--- src/rtl/tdm_pkg.sv ---
// rtl/tdm_pkg.sv - shared TDM framing constants and state encoding
package tdm_pkg;

  localparam int NCH    = 4;
  localparam int SLOT_W = 2;

  typedef enum logic {
    ST_HUNT = 1'b0,
    ST_RUN  = 1'b1
  } tdm_state_e;

endpackage

--- src/rtl/tdm_slot_ctr.sv ---
// rtl/tdm_slot_ctr.sv - 2-bit slot counter with clear, load-to-1 and wrapping increment
import tdm_pkg::*;

module tdm_slot_ctr (
  input  logic              clk,
  input  logic              rst,
  input  logic              clr,
  input  logic              load1,
  input  logic              inc,
  output logic [SLOT_W-1:0] slot,
  output logic              last
);

  logic [SLOT_W-1:0] slot_q;
  logic [SLOT_W-1:0] slot_d;

  // Next slot: clear wins over load, load wins over increment; wraps naturally at 2 bits
  always_comb begin
    slot_d = slot_q;
    if (clr) begin
      slot_d = '0;
    end else if (load1) begin
      slot_d = SLOT_W'(1);
    end else if (inc) begin
      slot_d = slot_q + SLOT_W'(1);
    end
  end

  // Slot register, synchronous reset to slot 0
  always_ff @(posedge clk) begin
    if (rst) begin
      slot_q <= '0;
    end else begin
      slot_q <= slot_d;
    end
  end

  assign slot = slot_q;
  assign last = (slot_q == SLOT_W'(NCH - 1));

endmodule

--- src/rtl/tdm_demux4.sv ---
// rtl/tdm_demux4.sv - 4-slot TDM demultiplexer with frame lock and misalignment detection
import tdm_pkg::*;

module tdm_demux4 #(
  parameter int WIDTH = 8,
  parameter int NCH   = 4
) (
  input  logic               clk,
  input  logic               rst,
  input  logic               in_valid,
  input  logic [WIDTH-1:0]   in_data,
  input  logic               frame_start,
  output logic [NCH*WIDTH-1:0] out_data,
  output logic [NCH-1:0]     out_valid,
  output logic               frame_done,
  output logic               locked,
  output logic               sync_err
);

  tdm_state_e          state_q, state_d;
  logic [NCH*WIDTH-1:0] out_data_q, out_data_d;
  logic [NCH-1:0]      out_valid_q, out_valid_d;
  logic                frame_done_q, frame_done_d;
  logic                locked_q, locked_d;
  logic                sync_err_q, sync_err_d;

  logic [SLOT_W-1:0]   slot;
  logic                slot_last;
  logic                ctr_clr, ctr_load1, ctr_inc;

  tdm_slot_ctr u_slot_ctr (
    .clk   (clk),
    .rst   (rst),
    .clr   (ctr_clr),
    .load1 (ctr_load1),
    .inc   (ctr_inc),
    .slot  (slot),
    .last  (slot_last)
  );

  // Frame tracking and write steering; frame_start always realigns to slot 0
  always_comb begin
    state_d      = state_q;
    out_data_d   = out_data_q;
    out_valid_d  = '0;
    frame_done_d = 1'b0;
    sync_err_d   = 1'b0;
    ctr_clr      = 1'b0;
    ctr_load1    = 1'b0;
    ctr_inc      = 1'b0;
    if (in_valid) begin
      if (state_q == ST_HUNT) begin
        if (frame_start) begin
          out_data_d[0 +: WIDTH] = in_data;
          out_valid_d[0]         = 1'b1;
          ctr_load1              = 1'b1;
          state_d                = ST_RUN;
        end
      end else if (frame_start) begin
        sync_err_d             = (slot != '0);
        out_data_d[0 +: WIDTH] = in_data;
        out_valid_d[0]         = 1'b1;
        ctr_load1              = 1'b1;
      end else if (slot == '0) begin
        sync_err_d = 1'b1;
        ctr_clr    = 1'b1;
        state_d    = ST_HUNT;
      end else begin
        out_data_d[int'(slot)*WIDTH +: WIDTH] = in_data;
        out_valid_d[slot]                     = 1'b1;
        frame_done_d                          = slot_last;
        ctr_inc                               = 1'b1;
      end
    end
    locked_d = (state_d == ST_RUN);
  end

  // Registered state and outputs, reset clears held channel data
  always_ff @(posedge clk) begin
    if (rst) begin
      state_q      <= ST_HUNT;
      out_data_q   <= '0;
      out_valid_q  <= '0;
      frame_done_q <= 1'b0;
      locked_q     <= 1'b0;
      sync_err_q   <= 1'b0;
    end else begin
      state_q      <= state_d;
      out_data_q   <= out_data_d;
      out_valid_q  <= out_valid_d;
      frame_done_q <= frame_done_d;
      locked_q     <= locked_d;
      sync_err_q   <= sync_err_d;
    end
  end

  assign out_data   = out_data_q;
  assign out_valid  = out_valid_q;
  assign frame_done = frame_done_q;
  assign locked     = locked_q;
  assign sync_err   = sync_err_q;

endmodule

--- config.mk ---
export PLATFORM = sky130hd
export DESIGN_NAME = tdm_demux4
export DESIGN_NICKNAME = d
export VERILOG_FILES = /design/src/rtl/tdm_pkg.sv /design/src/rtl/tdm_slot_ctr.sv /design/src/rtl/tdm_demux4.sv
export SDC_FILE = /design/constraint.sdc
export NUM_CORES = 1
export LEC_CHECK = 0
export ABC_AREA = 0
export BUFFER_PORTS_ARGS = -buffer_cell sky130_fd_sc_hd__buf_2
export CAP_MARGIN = 20
export CORE_ASPECT_RATIO = 2
export CORE_MARGIN = 1
export CORE_UTILIZATION = 30
export CTS_BUF_LIST = sky130_fd_sc_hd__clkbuf_2
export DETAILED_ROUTE_END_ITERATION = 8
export REMOVE_ABC_BUFFERS = 1
export SYNTH_ARGS = -nofsm -noshare
export SYNTH_HDL_FRONTEND = slang
export SYNTH_SLANG_ARGS = --single-unit
export TNS_END_PERCENT = 5
--- constraint.sdc ---
create_clock -name clk -period 2.45 [get_ports clk]
set_input_delay 0.245 -clock clk [delete_from_list [all_inputs] [get_ports clk]]
set_output_delay 0.245 -clock clk [all_outputs]
set_load 0.005 [all_outputs]
==> summary.md, run 1 <==
| Metric | Value |
|---|---|
| Gr usage total | 0.148 |
| Worst path required time | approximately 2.8 ns |
| Main combinational cell family by area after synthesis | simple AND/OR/NAND/NOR gates |
| GRT overflow | 0 |
| Gpl congestion | slightly above 0.8 |
| R2r endpoint | out_data[14]$_SDFFE_PP0P_ |
| Mapped Cells | about 200 |
| I/O pin cnt | around 50 |
| Netlist Area Pre-Place | between 0.0015 and 0.002 sq mm |
| Initial Util | 0.310 |
| R2r startpoint | u_slot_ctr.slot[0]$_SDFFE_PP0P_ |
| Ordered list of cells on the worst path | inv_1, ha_1, inv_1, ha_1, and4_1, nand3_1, a21oi_1 |
| Delay-heaviest family, CP | adder cells |
| CP max stage delay | ~0.55 ns |
| Die width | ~56 um |
| Ant diodes | 0 |
| Fin crit period | 2.16 ns |
| Synth Area in Adders | 0.0712 |
| Seq/Total Area, Yosys | 0.456 |
| Async SR Flop Fraction | 0 |
| Die Y | around 110 um |
| Row Count | 39 |
| Hold buffer count at cts | 0 |
| Pre-CTS setup slack | ~0.29 ns |
| Yosys warns | 0 |
| H-tree depth | 2 |
| Initial antenna violation count | 0 |
| R2R setup slack | 0.29 ns |
| Vias in the first global route | approximately 1,400 |
| F_max | 463 MHz |
| Max_slew headroom | 0.512 |
| Finish-stage setup viols | 0 |
| P per Cell Area | around 560 mW/mm^2 |
| Netlist cell types | 28 |
| Crit Path Category | flop to flop |
| CP Launch Type | flop |
| Port bufs | 50 |
| Clk_lat worst skew | about 0.4 ns |
| DR pass1 iterations | 4 |
| Hold Vio Cnt, Final | 0 |
| Drt total wl | ~4600 um |
| Largest net degree at the start of global routing | 45 |
| Unrepaired setup endpoints after global routing | no |
| Peak supply drop | about 280 uV |
| CTS tree | built |
| Total power | between 1 and 1.5 mW |
| DRT antenna net count | 0 |
| CTS max path bufs | 2 |
| Mux contribution to synthesized area | 0.00570 |
| Setup Skew | 0.0325 ns |
| XOR/XNOR Fraction of Synth Area | 0 |
| First-pass GRT wire length | about 7000 um |
| CTS buffer count | 5 |
| Flops & latches, synth | 40 |
| CTS Root Cell | clkbuf_2 |
| Worst setup margin | approximately 0.29 ns |
| Most used DFF post-synth | dfxtp_1 |
| Final HPWL DP | approximately 3500 um |
| NumNets Final | between 200 and 300 |
| Critical path endpoint category | flop |
| P&R area growth vs syn | 18.7% |
| Reg2reg path depth | 7 |
| Count of flip-flops with a built-in enable after synthesis | 0 |
| Core Box Area | about 0.0057 sq mm |
| Avg Cell Area, Syn | 8.61 sq um |
| WP buf/inv | 2 |
| Post-synthesis simple-gate area fraction | 0.278 |
| Least-Margin Pin Slew | between 0.7 and 0.8 ns |
| Post-CTS sizing | 0 |
| Hold Path Sink | out_data[25]$_SDFFE_PP0P_ |
| Detail-routed via count per cell | 5.16 |
| Drt wl/cell | ~15 um |
| Hold Crit Depth | 3 |
| CTS clock-pin slew for the worst setup and hold paths | about 0.22 ns |
| Setup TNS | 0 ns |
| Proportion of layout cells with a drive suffix above 1 | 0.245 |
| Detailed-route DRC error count | 0 |
| CP max FO | 10 |
| Hold_sp | in_data[1] |
| Clock sinks | 40 |
| Max-cap viol count | 0 |
| Initial detailed-routing violation count | 52 |
| Crit path DAT | between 2 and 3 ns |
| Hold Crit Class | input port to flop |
| Fin crit share | 0.882 |
| Synth Area in Compound Gates | 0.145 |
| Final number of max-transition violations | 0 |
| Leak Pwr | around 0.90 nW |
| Setup bufs post-CTS | 0 |
| Via count | roughly 1,600 |
| Crit-path slowest cell | dfxtp_1 |
| Die area | approximately 0.0062 sq mm |
| Run status | complete, no violations |
[per-stage QoR]
stage | hold WS, ns | cells | area (sq um) | util
after global placement | 0.440 | 302 | 2020 | 0.357
final | 0.118 | 310 | 2080 | 0.368
after floorplan | 0.314 | 191 | 1690 | -
after global routing | 0.0902 | 310 | 2080 | 0.368
after CTS | 0.114 | 310 | 2080 | 0.368
after detailed placement | 0.444 | 302 | 2020 | 0.357
[per-layer routing]
layer	track usage	vias to the layer above	wire, um
met5	0	-	0
met1	0.149	751	1670
met2	0.285	36	2630
met3	0.0268	10	176
li1	-	802	-
met4	0.0767	0	125
[worst min-delay path: stages]
cell,delay [ns]
buf_2,0.14
nand3_1,0.07
a21oi_1,0.06
[synthesized netlist by cell type (2+ instances only)]
library cell / n / area share
and4_1: 3 / 0.015
nand4b_1: 8 / 0.040
o21ai_0: 17 / 0.048
a21o_1: 2 / 0.0085
and2_1: 3 / 0.011
inv_1: 4 / 0.0085
dfxtp_1: 40 / 0.46
nand3_1: 26 / 0.074
buf_2: 6 / 0.017
nor3b_2: 2 / 0.014
clkbuf_1: 2 / 0.0043
clkbuf_2: 3 / 0.0085
nor2_1: 2 / 0.0043
ha_1: 10 / 0.071
nor2b_1: 9 / 0.032
nand2_1: 27 / 0.058
a21oi_1: 27 / 0.077
nand4_1: 3 / 0.011
[power by group]
group,total [mW],leakage [nW],switching [mW],internal [mW]
sequential,0.672,0.323,0.0106,0.662
combinational,0.0991,0.533,0.0648,0.0343
clock,0.390,0.0430,0.215,0.176
total,1.16,0.899,0.290,0.872
[how the worst max path moves through the flow]
stage | start | end | slack [ns] | cells after the start
floorplan | u_slot_ctr.slot[0]$_SDFFE_PP0P_ | out_data[16]$_SDFFE_PP0P_ | 0.65 | 7
finish | u_slot_ctr.slot[0]$_SDFFE_PP0P_ | out_data[14]$_SDFFE_PP0P_ | 0.29 | 7
global placement | u_slot_ctr.slot[0]$_SDFFE_PP0P_ | out_data[23]$_SDFFE_PP0P_ | 0.40 | 7
global route | u_slot_ctr.slot[0]$_SDFFE_PP0P_ | out_data[14]$_SDFFE_PP0P_ | 0.07 | 7
CTS | u_slot_ctr.slot[0]$_SDFFE_PP0P_ | out_data[26]$_SDFFE_PP0P_ | 0.29 | 7
detailed placement | u_slot_ctr.slot[0]$_SDFFE_PP0P_ | out_data[11]$_SDFFE_PP0P_ | 0.29 | 7
[registers in the layout, indices dropped and copies added, names as in the netlist]
signal,flops
u_slot_ctr.slot,2
out_data,32
locked,1
sync_err,1
out_valid,4
[layout make-up]
cell class	instances	area [sq um]
Inverter	4	15.0
Tap cell	61	76.3
Clock inverter	2	35.0
Sequential cell	40	801
Fill cell	598	3580
Clock buffer	6	30.0
Timing Repair Buffer	50	250
Multi-Input combinational cell	147	877
[layout by cell type, fill, tap and decap left out]
| cell type | instances |
|---|---|
| buf_2 | 50 |
| nor2b_1 | 9 |
| nor3_1 | 1 |
| nand2_1 | 27 |
| clkinv_2 | 1 |
| nand4_1 | 3 |
| nand2b_1 | 1 |
| nor4_1 | 1 |
| ha_1 | 10 |
| nor2_1 | 2 |
| a21oi_1 | 27 |
| o21ai_0 | 17 |
| dfxtp_1 | 40 |
| inv_1 | 4 |
| and3b_1 | 1 |
| a31o_2 | 1 |
| o311a_1 | 1 |
| nand4b_1 | 8 |
| a21o_1 | 2 |
| nand3_1 | 26 |
| bufinv_16 | 1 |
| and4_1 | 3 |
| clkbuf_2 | 6 |
| and2_1 | 3 |
| nor3b_1 | 1 |
| nor3b_2 | 2 |
| mux2i_1 | 1 |
[cell families (layout without fill, tap and decap cells)]
kind of cell               after synthesis  in the layout
adders and majority gates               10             10
muxes                                    1              1
DFF                                     40             40
and+or+nand+nor                         88             88
AOI/OAI and AO/OA                       48             48
buffers and inverters                   17             62
(Power assumes the default switching activity.)
==> inputs of run 2 (changes only) <==
Settings changed: BUFFER_PORTS_ARGS -buffer_cell sky130_fd_sc_hd__buf_2 to unset, DONT_BUFFER_PORTS set to 1.
==> run 2 against run 1 <==
  * Worst setup slack worse by 0.0098 ns
  * Sequential share of layout area grew 2.1 points
  * First-iteration DRC count fell by 13%
  * Count of clock-buffer cells in the layout unchanged
  * Via count shrank 6.6%
  * Critical endpoint is now out_data[16]$_SDFFE_PP0P_
  * Highest routed layer unchanged
==> summary.md, run 2 (synthesized netlist as in run 1, its figures left out) <==
| Metric | Value |
|---|---|
| Detail-routed via count per cell | 5.47 (+6.1%) |
| Combinational Power Share | 0.083 (-0.002) |
| Internal power | 0.876 mW (+0.53%) |
| Crit Path Category | flop to flop |
| Total power | 1.17 mW (+0.39%) |
| Peak supply drop | 252 uV (-10%) |
| Die Y | 110 um (unchanged) |
| Most common cell after layout, fill and taps aside | dfxtp_1 |
| Ordered list of cells on the worst path | inv_1, ha_1, inv_1, ha_1, and4_1, nand3_1, a21oi_1 |
| Clock sinks | 40 (unchanged) |
| Gpl congestion | 0.752 (-7.9%) |
| Ant diodes | 0 (unchanged) |
| H-tree depth | 2 (unchanged) |
| Vias in the first global route | 1,420 (+0.070%) |
| Largest net degree at the start of global routing | 43 (-4.4%) |
| Hold Crit Class | input port to flop |
| Finish-stage setup viols | 0 (unchanged) |
| First-pass GRT wire length | 7380 um (+5.6%) |
| Max-cap viol count | 0 (unchanged) |
| Setup TNS | 0 ns (unchanged) |
| FF+latch area | 801 sq um (unchanged) |
| Placed Cells | 252 (-17%) |
| Footprint of the multi-input gates | 877 sq um (unchanged) |
| R2r startpoint | u_slot_ctr.slot[0]$_SDFFE_PP0P_ |
| Detailed-route DRC error count | 0 (unchanged) |
| CTS tree | built |
| Fin crit period | 2.17 ns (+0.00983 ns) |
| DRT antenna net count | 0 (unchanged) |
| Port bufs | 0 (-100%) |
| Drt wl/cell | 17.7 um (+20%) |
| Worst path required time | 2.79 ns (about the same) |
| DR pass1 iterations | 5 (+1) |
| Leak Pwr | 0.698 nW (-22%) |
| Pre-CTS setup slack | 0.325 ns (+0.0344 ns) |
| Switching Share | 0.249 (-0.00105) |
| Row Count | 39 (unchanged) |
| Via count | 1,494 (-6.6%) |
| Die width | 56.1 um (unchanged) |
| Final number of max-transition violations | 0 (unchanged) |
| GRT overflow | 0 (unchanged) |
| CTS buffer count | 5 (unchanged) |
| Worst setup margin | 0.278 ns (-0.00983 ns) |
| Crit path from | u_slot_ctr.slot[0]$_SDFFE_PP0P_ |
| Unrepaired setup endpoints after global routing | no |
| Initial detailed-routing violation count | 45 (-13%) |
| CP max stage delay | 0.57 ns (+0.02 ns) |
| CP Launch Type | flop |
| Clk_lat worst skew | 0.43 ns (+0.03 ns) |
| I/O pin cnt | 51 (unchanged) |
| Reg2reg path depth | 7 (unchanged) |
| Hold Path Sink | u_slot_ctr.slot[1]$_SDFFE_PP0P_ |
| Critical path endpoint category | flop |
| Delay-heaviest family, CP | adder cells |
| Hold Vio Cnt, Final | 0 (unchanged) |
| R2r endpoint | out_data[16]$_SDFFE_PP0P_ |
| Fin crit share | 0.886 (+0.00401) |
| Setup Skew | 0.0323 ns (-0.000174 ns) |
| Die area | 0.00618 sq mm (unchanged) |
| Max reg flops | 32 (unchanged) |
| Run status | complete, no violations |
| R2R setup slack | 0.28 ns (about the same) |
| Drt total wl | 4850 um (+5.4%) |
| Initial Util | 0.310 (unchanged) |
| NumNets Final | 233 (-14%) |
| WP buf/inv | 2 (unchanged) |
| P&R area growth vs syn | 12.4% |
| Initial antenna violation count | 0 (unchanged) |
| Layout Utilization | 0.349 (-0.0195) |
| Crit path DAT | 2.52 ns (+0.02 ns) |
| Clk network pwr share | 0.338 (+0.002) |
| Fillcell total | 608 (+1.7%) |
| F_max | 460 MHz (-0.45%) |
| Final Non-Filler Cells | 273 (-12%) |
| CTS clock-pin slew for the worst setup and hold paths | 0.17 ns (-0.05 ns) |
| P per Cell Area | 591 mW/mm^2 (+6.0%) |
| CP max FO | 10 (unchanged) |
| Proportion of layout cells with a drive suffix above 1 | 0.0566 (-0.188) |
| Switching pwr | 0.290 mW (about the same) |
| Gr usage total | 0.160 (+0.0112) |
| Leading cell types in the layout, fill and taps excluded | dfxtp_1 (40), nand2_1 (27), a21oi_1 (27) |
| Core Box Area | 0.00566 sq mm (unchanged) |
| Reg power frac | 0.579 (about the same) |
| Least-Margin Pin Slew | 0.532 ns (-0.199 ns) |
| CTS Root Cell | clkbuf_2 |
| Crit-path slowest cell | dfxtp_1 |
| Setup bufs post-CTS | 0 (unchanged) |
| Hold Crit Depth | 2 (-1) |
| Final HPWL DP | 3440 um (-0.82%) |
| CTS max path bufs | 2 (unchanged) |
| Max_slew headroom | 0.644 (+0.131) |
| Hold_sp | frame_start |
run 2: cell types whose count changed in the layout (fill, tap and decap cells not counted), sizes merged:
cell | previous run | this run
dlygate4sd3 | 0 | 12
buf | 50 | 1
run 2: per-layer routing:
layer  GRT usage  up-vias  part of all wire
met1       0.135      710              0.32
met4       0.108        0             0.037
met3      0.0455       11             0.047
li1            -      733                 -
met5           0        -                 0
met2       0.311       40              0.59
run 2: worst max-delay path by stage:
stage / slack (ns) / to / depth (start not counted)
floorplan: 0.65 / out_data[16]$_SDFFE_PP0P_ / 7
global placement: 0.42 / out_data[20]$_SDFFE_PP0P_ / 7
detailed placement: 0.32 / out_data[29]$_SDFFE_PP0P_ / 7
CTS: 0.28 / out_data[16]$_SDFFE_PP0P_ / 7
global route: 0.06 / out_data[22]$_SDFFE_PP0P_ / 7
finish: 0.28 / out_data[16]$_SDFFE_PP0P_ / 7
run 2: power groups by stage:
stage	Sequential, mW	Clock [mW]	Combinational (mW)
after floorplan	0.684	0	0.0446
after global placement	0.688	0	0.0553
after detailed placement	0.688	0	0.0554
after CTS	0.675	0.407	0.0950
after global routing	0.678	0.434	0.105
final	0.675	0.395	0.0967
run 2: area by class of cell:
cell class | instances | share of cell area
Clock buffer | 6 | 0.0152
Clock inverter | 2 | 0.0177
Inverter | 4 | 0.00760
Multi-Input combinational cell | 147 | 0.444
Sequential cell | 40 | 0.406
Tap cell | 61 | 0.0387
Timing Repair Buffer | 13 | 0.0710
run 2: what timing repair did:
action                    CTS  global route
hold endpoints to repair   36             1
resized for setup           0             0
hold buffers               12             1
run 2: through the flow:
| step | cell area [sq um] | hold slack, ns |
|---|---|---|
| after floorplan | 1690 | 0.314 |
| after global placement | 1770 | 0.319 |
| after detailed placement | 1770 | 0.319 |
| after CTS | 1960 | 0.00492 |
| after global routing | 1970 | 0.0223 |
| final | 1970 | 0.0445 |
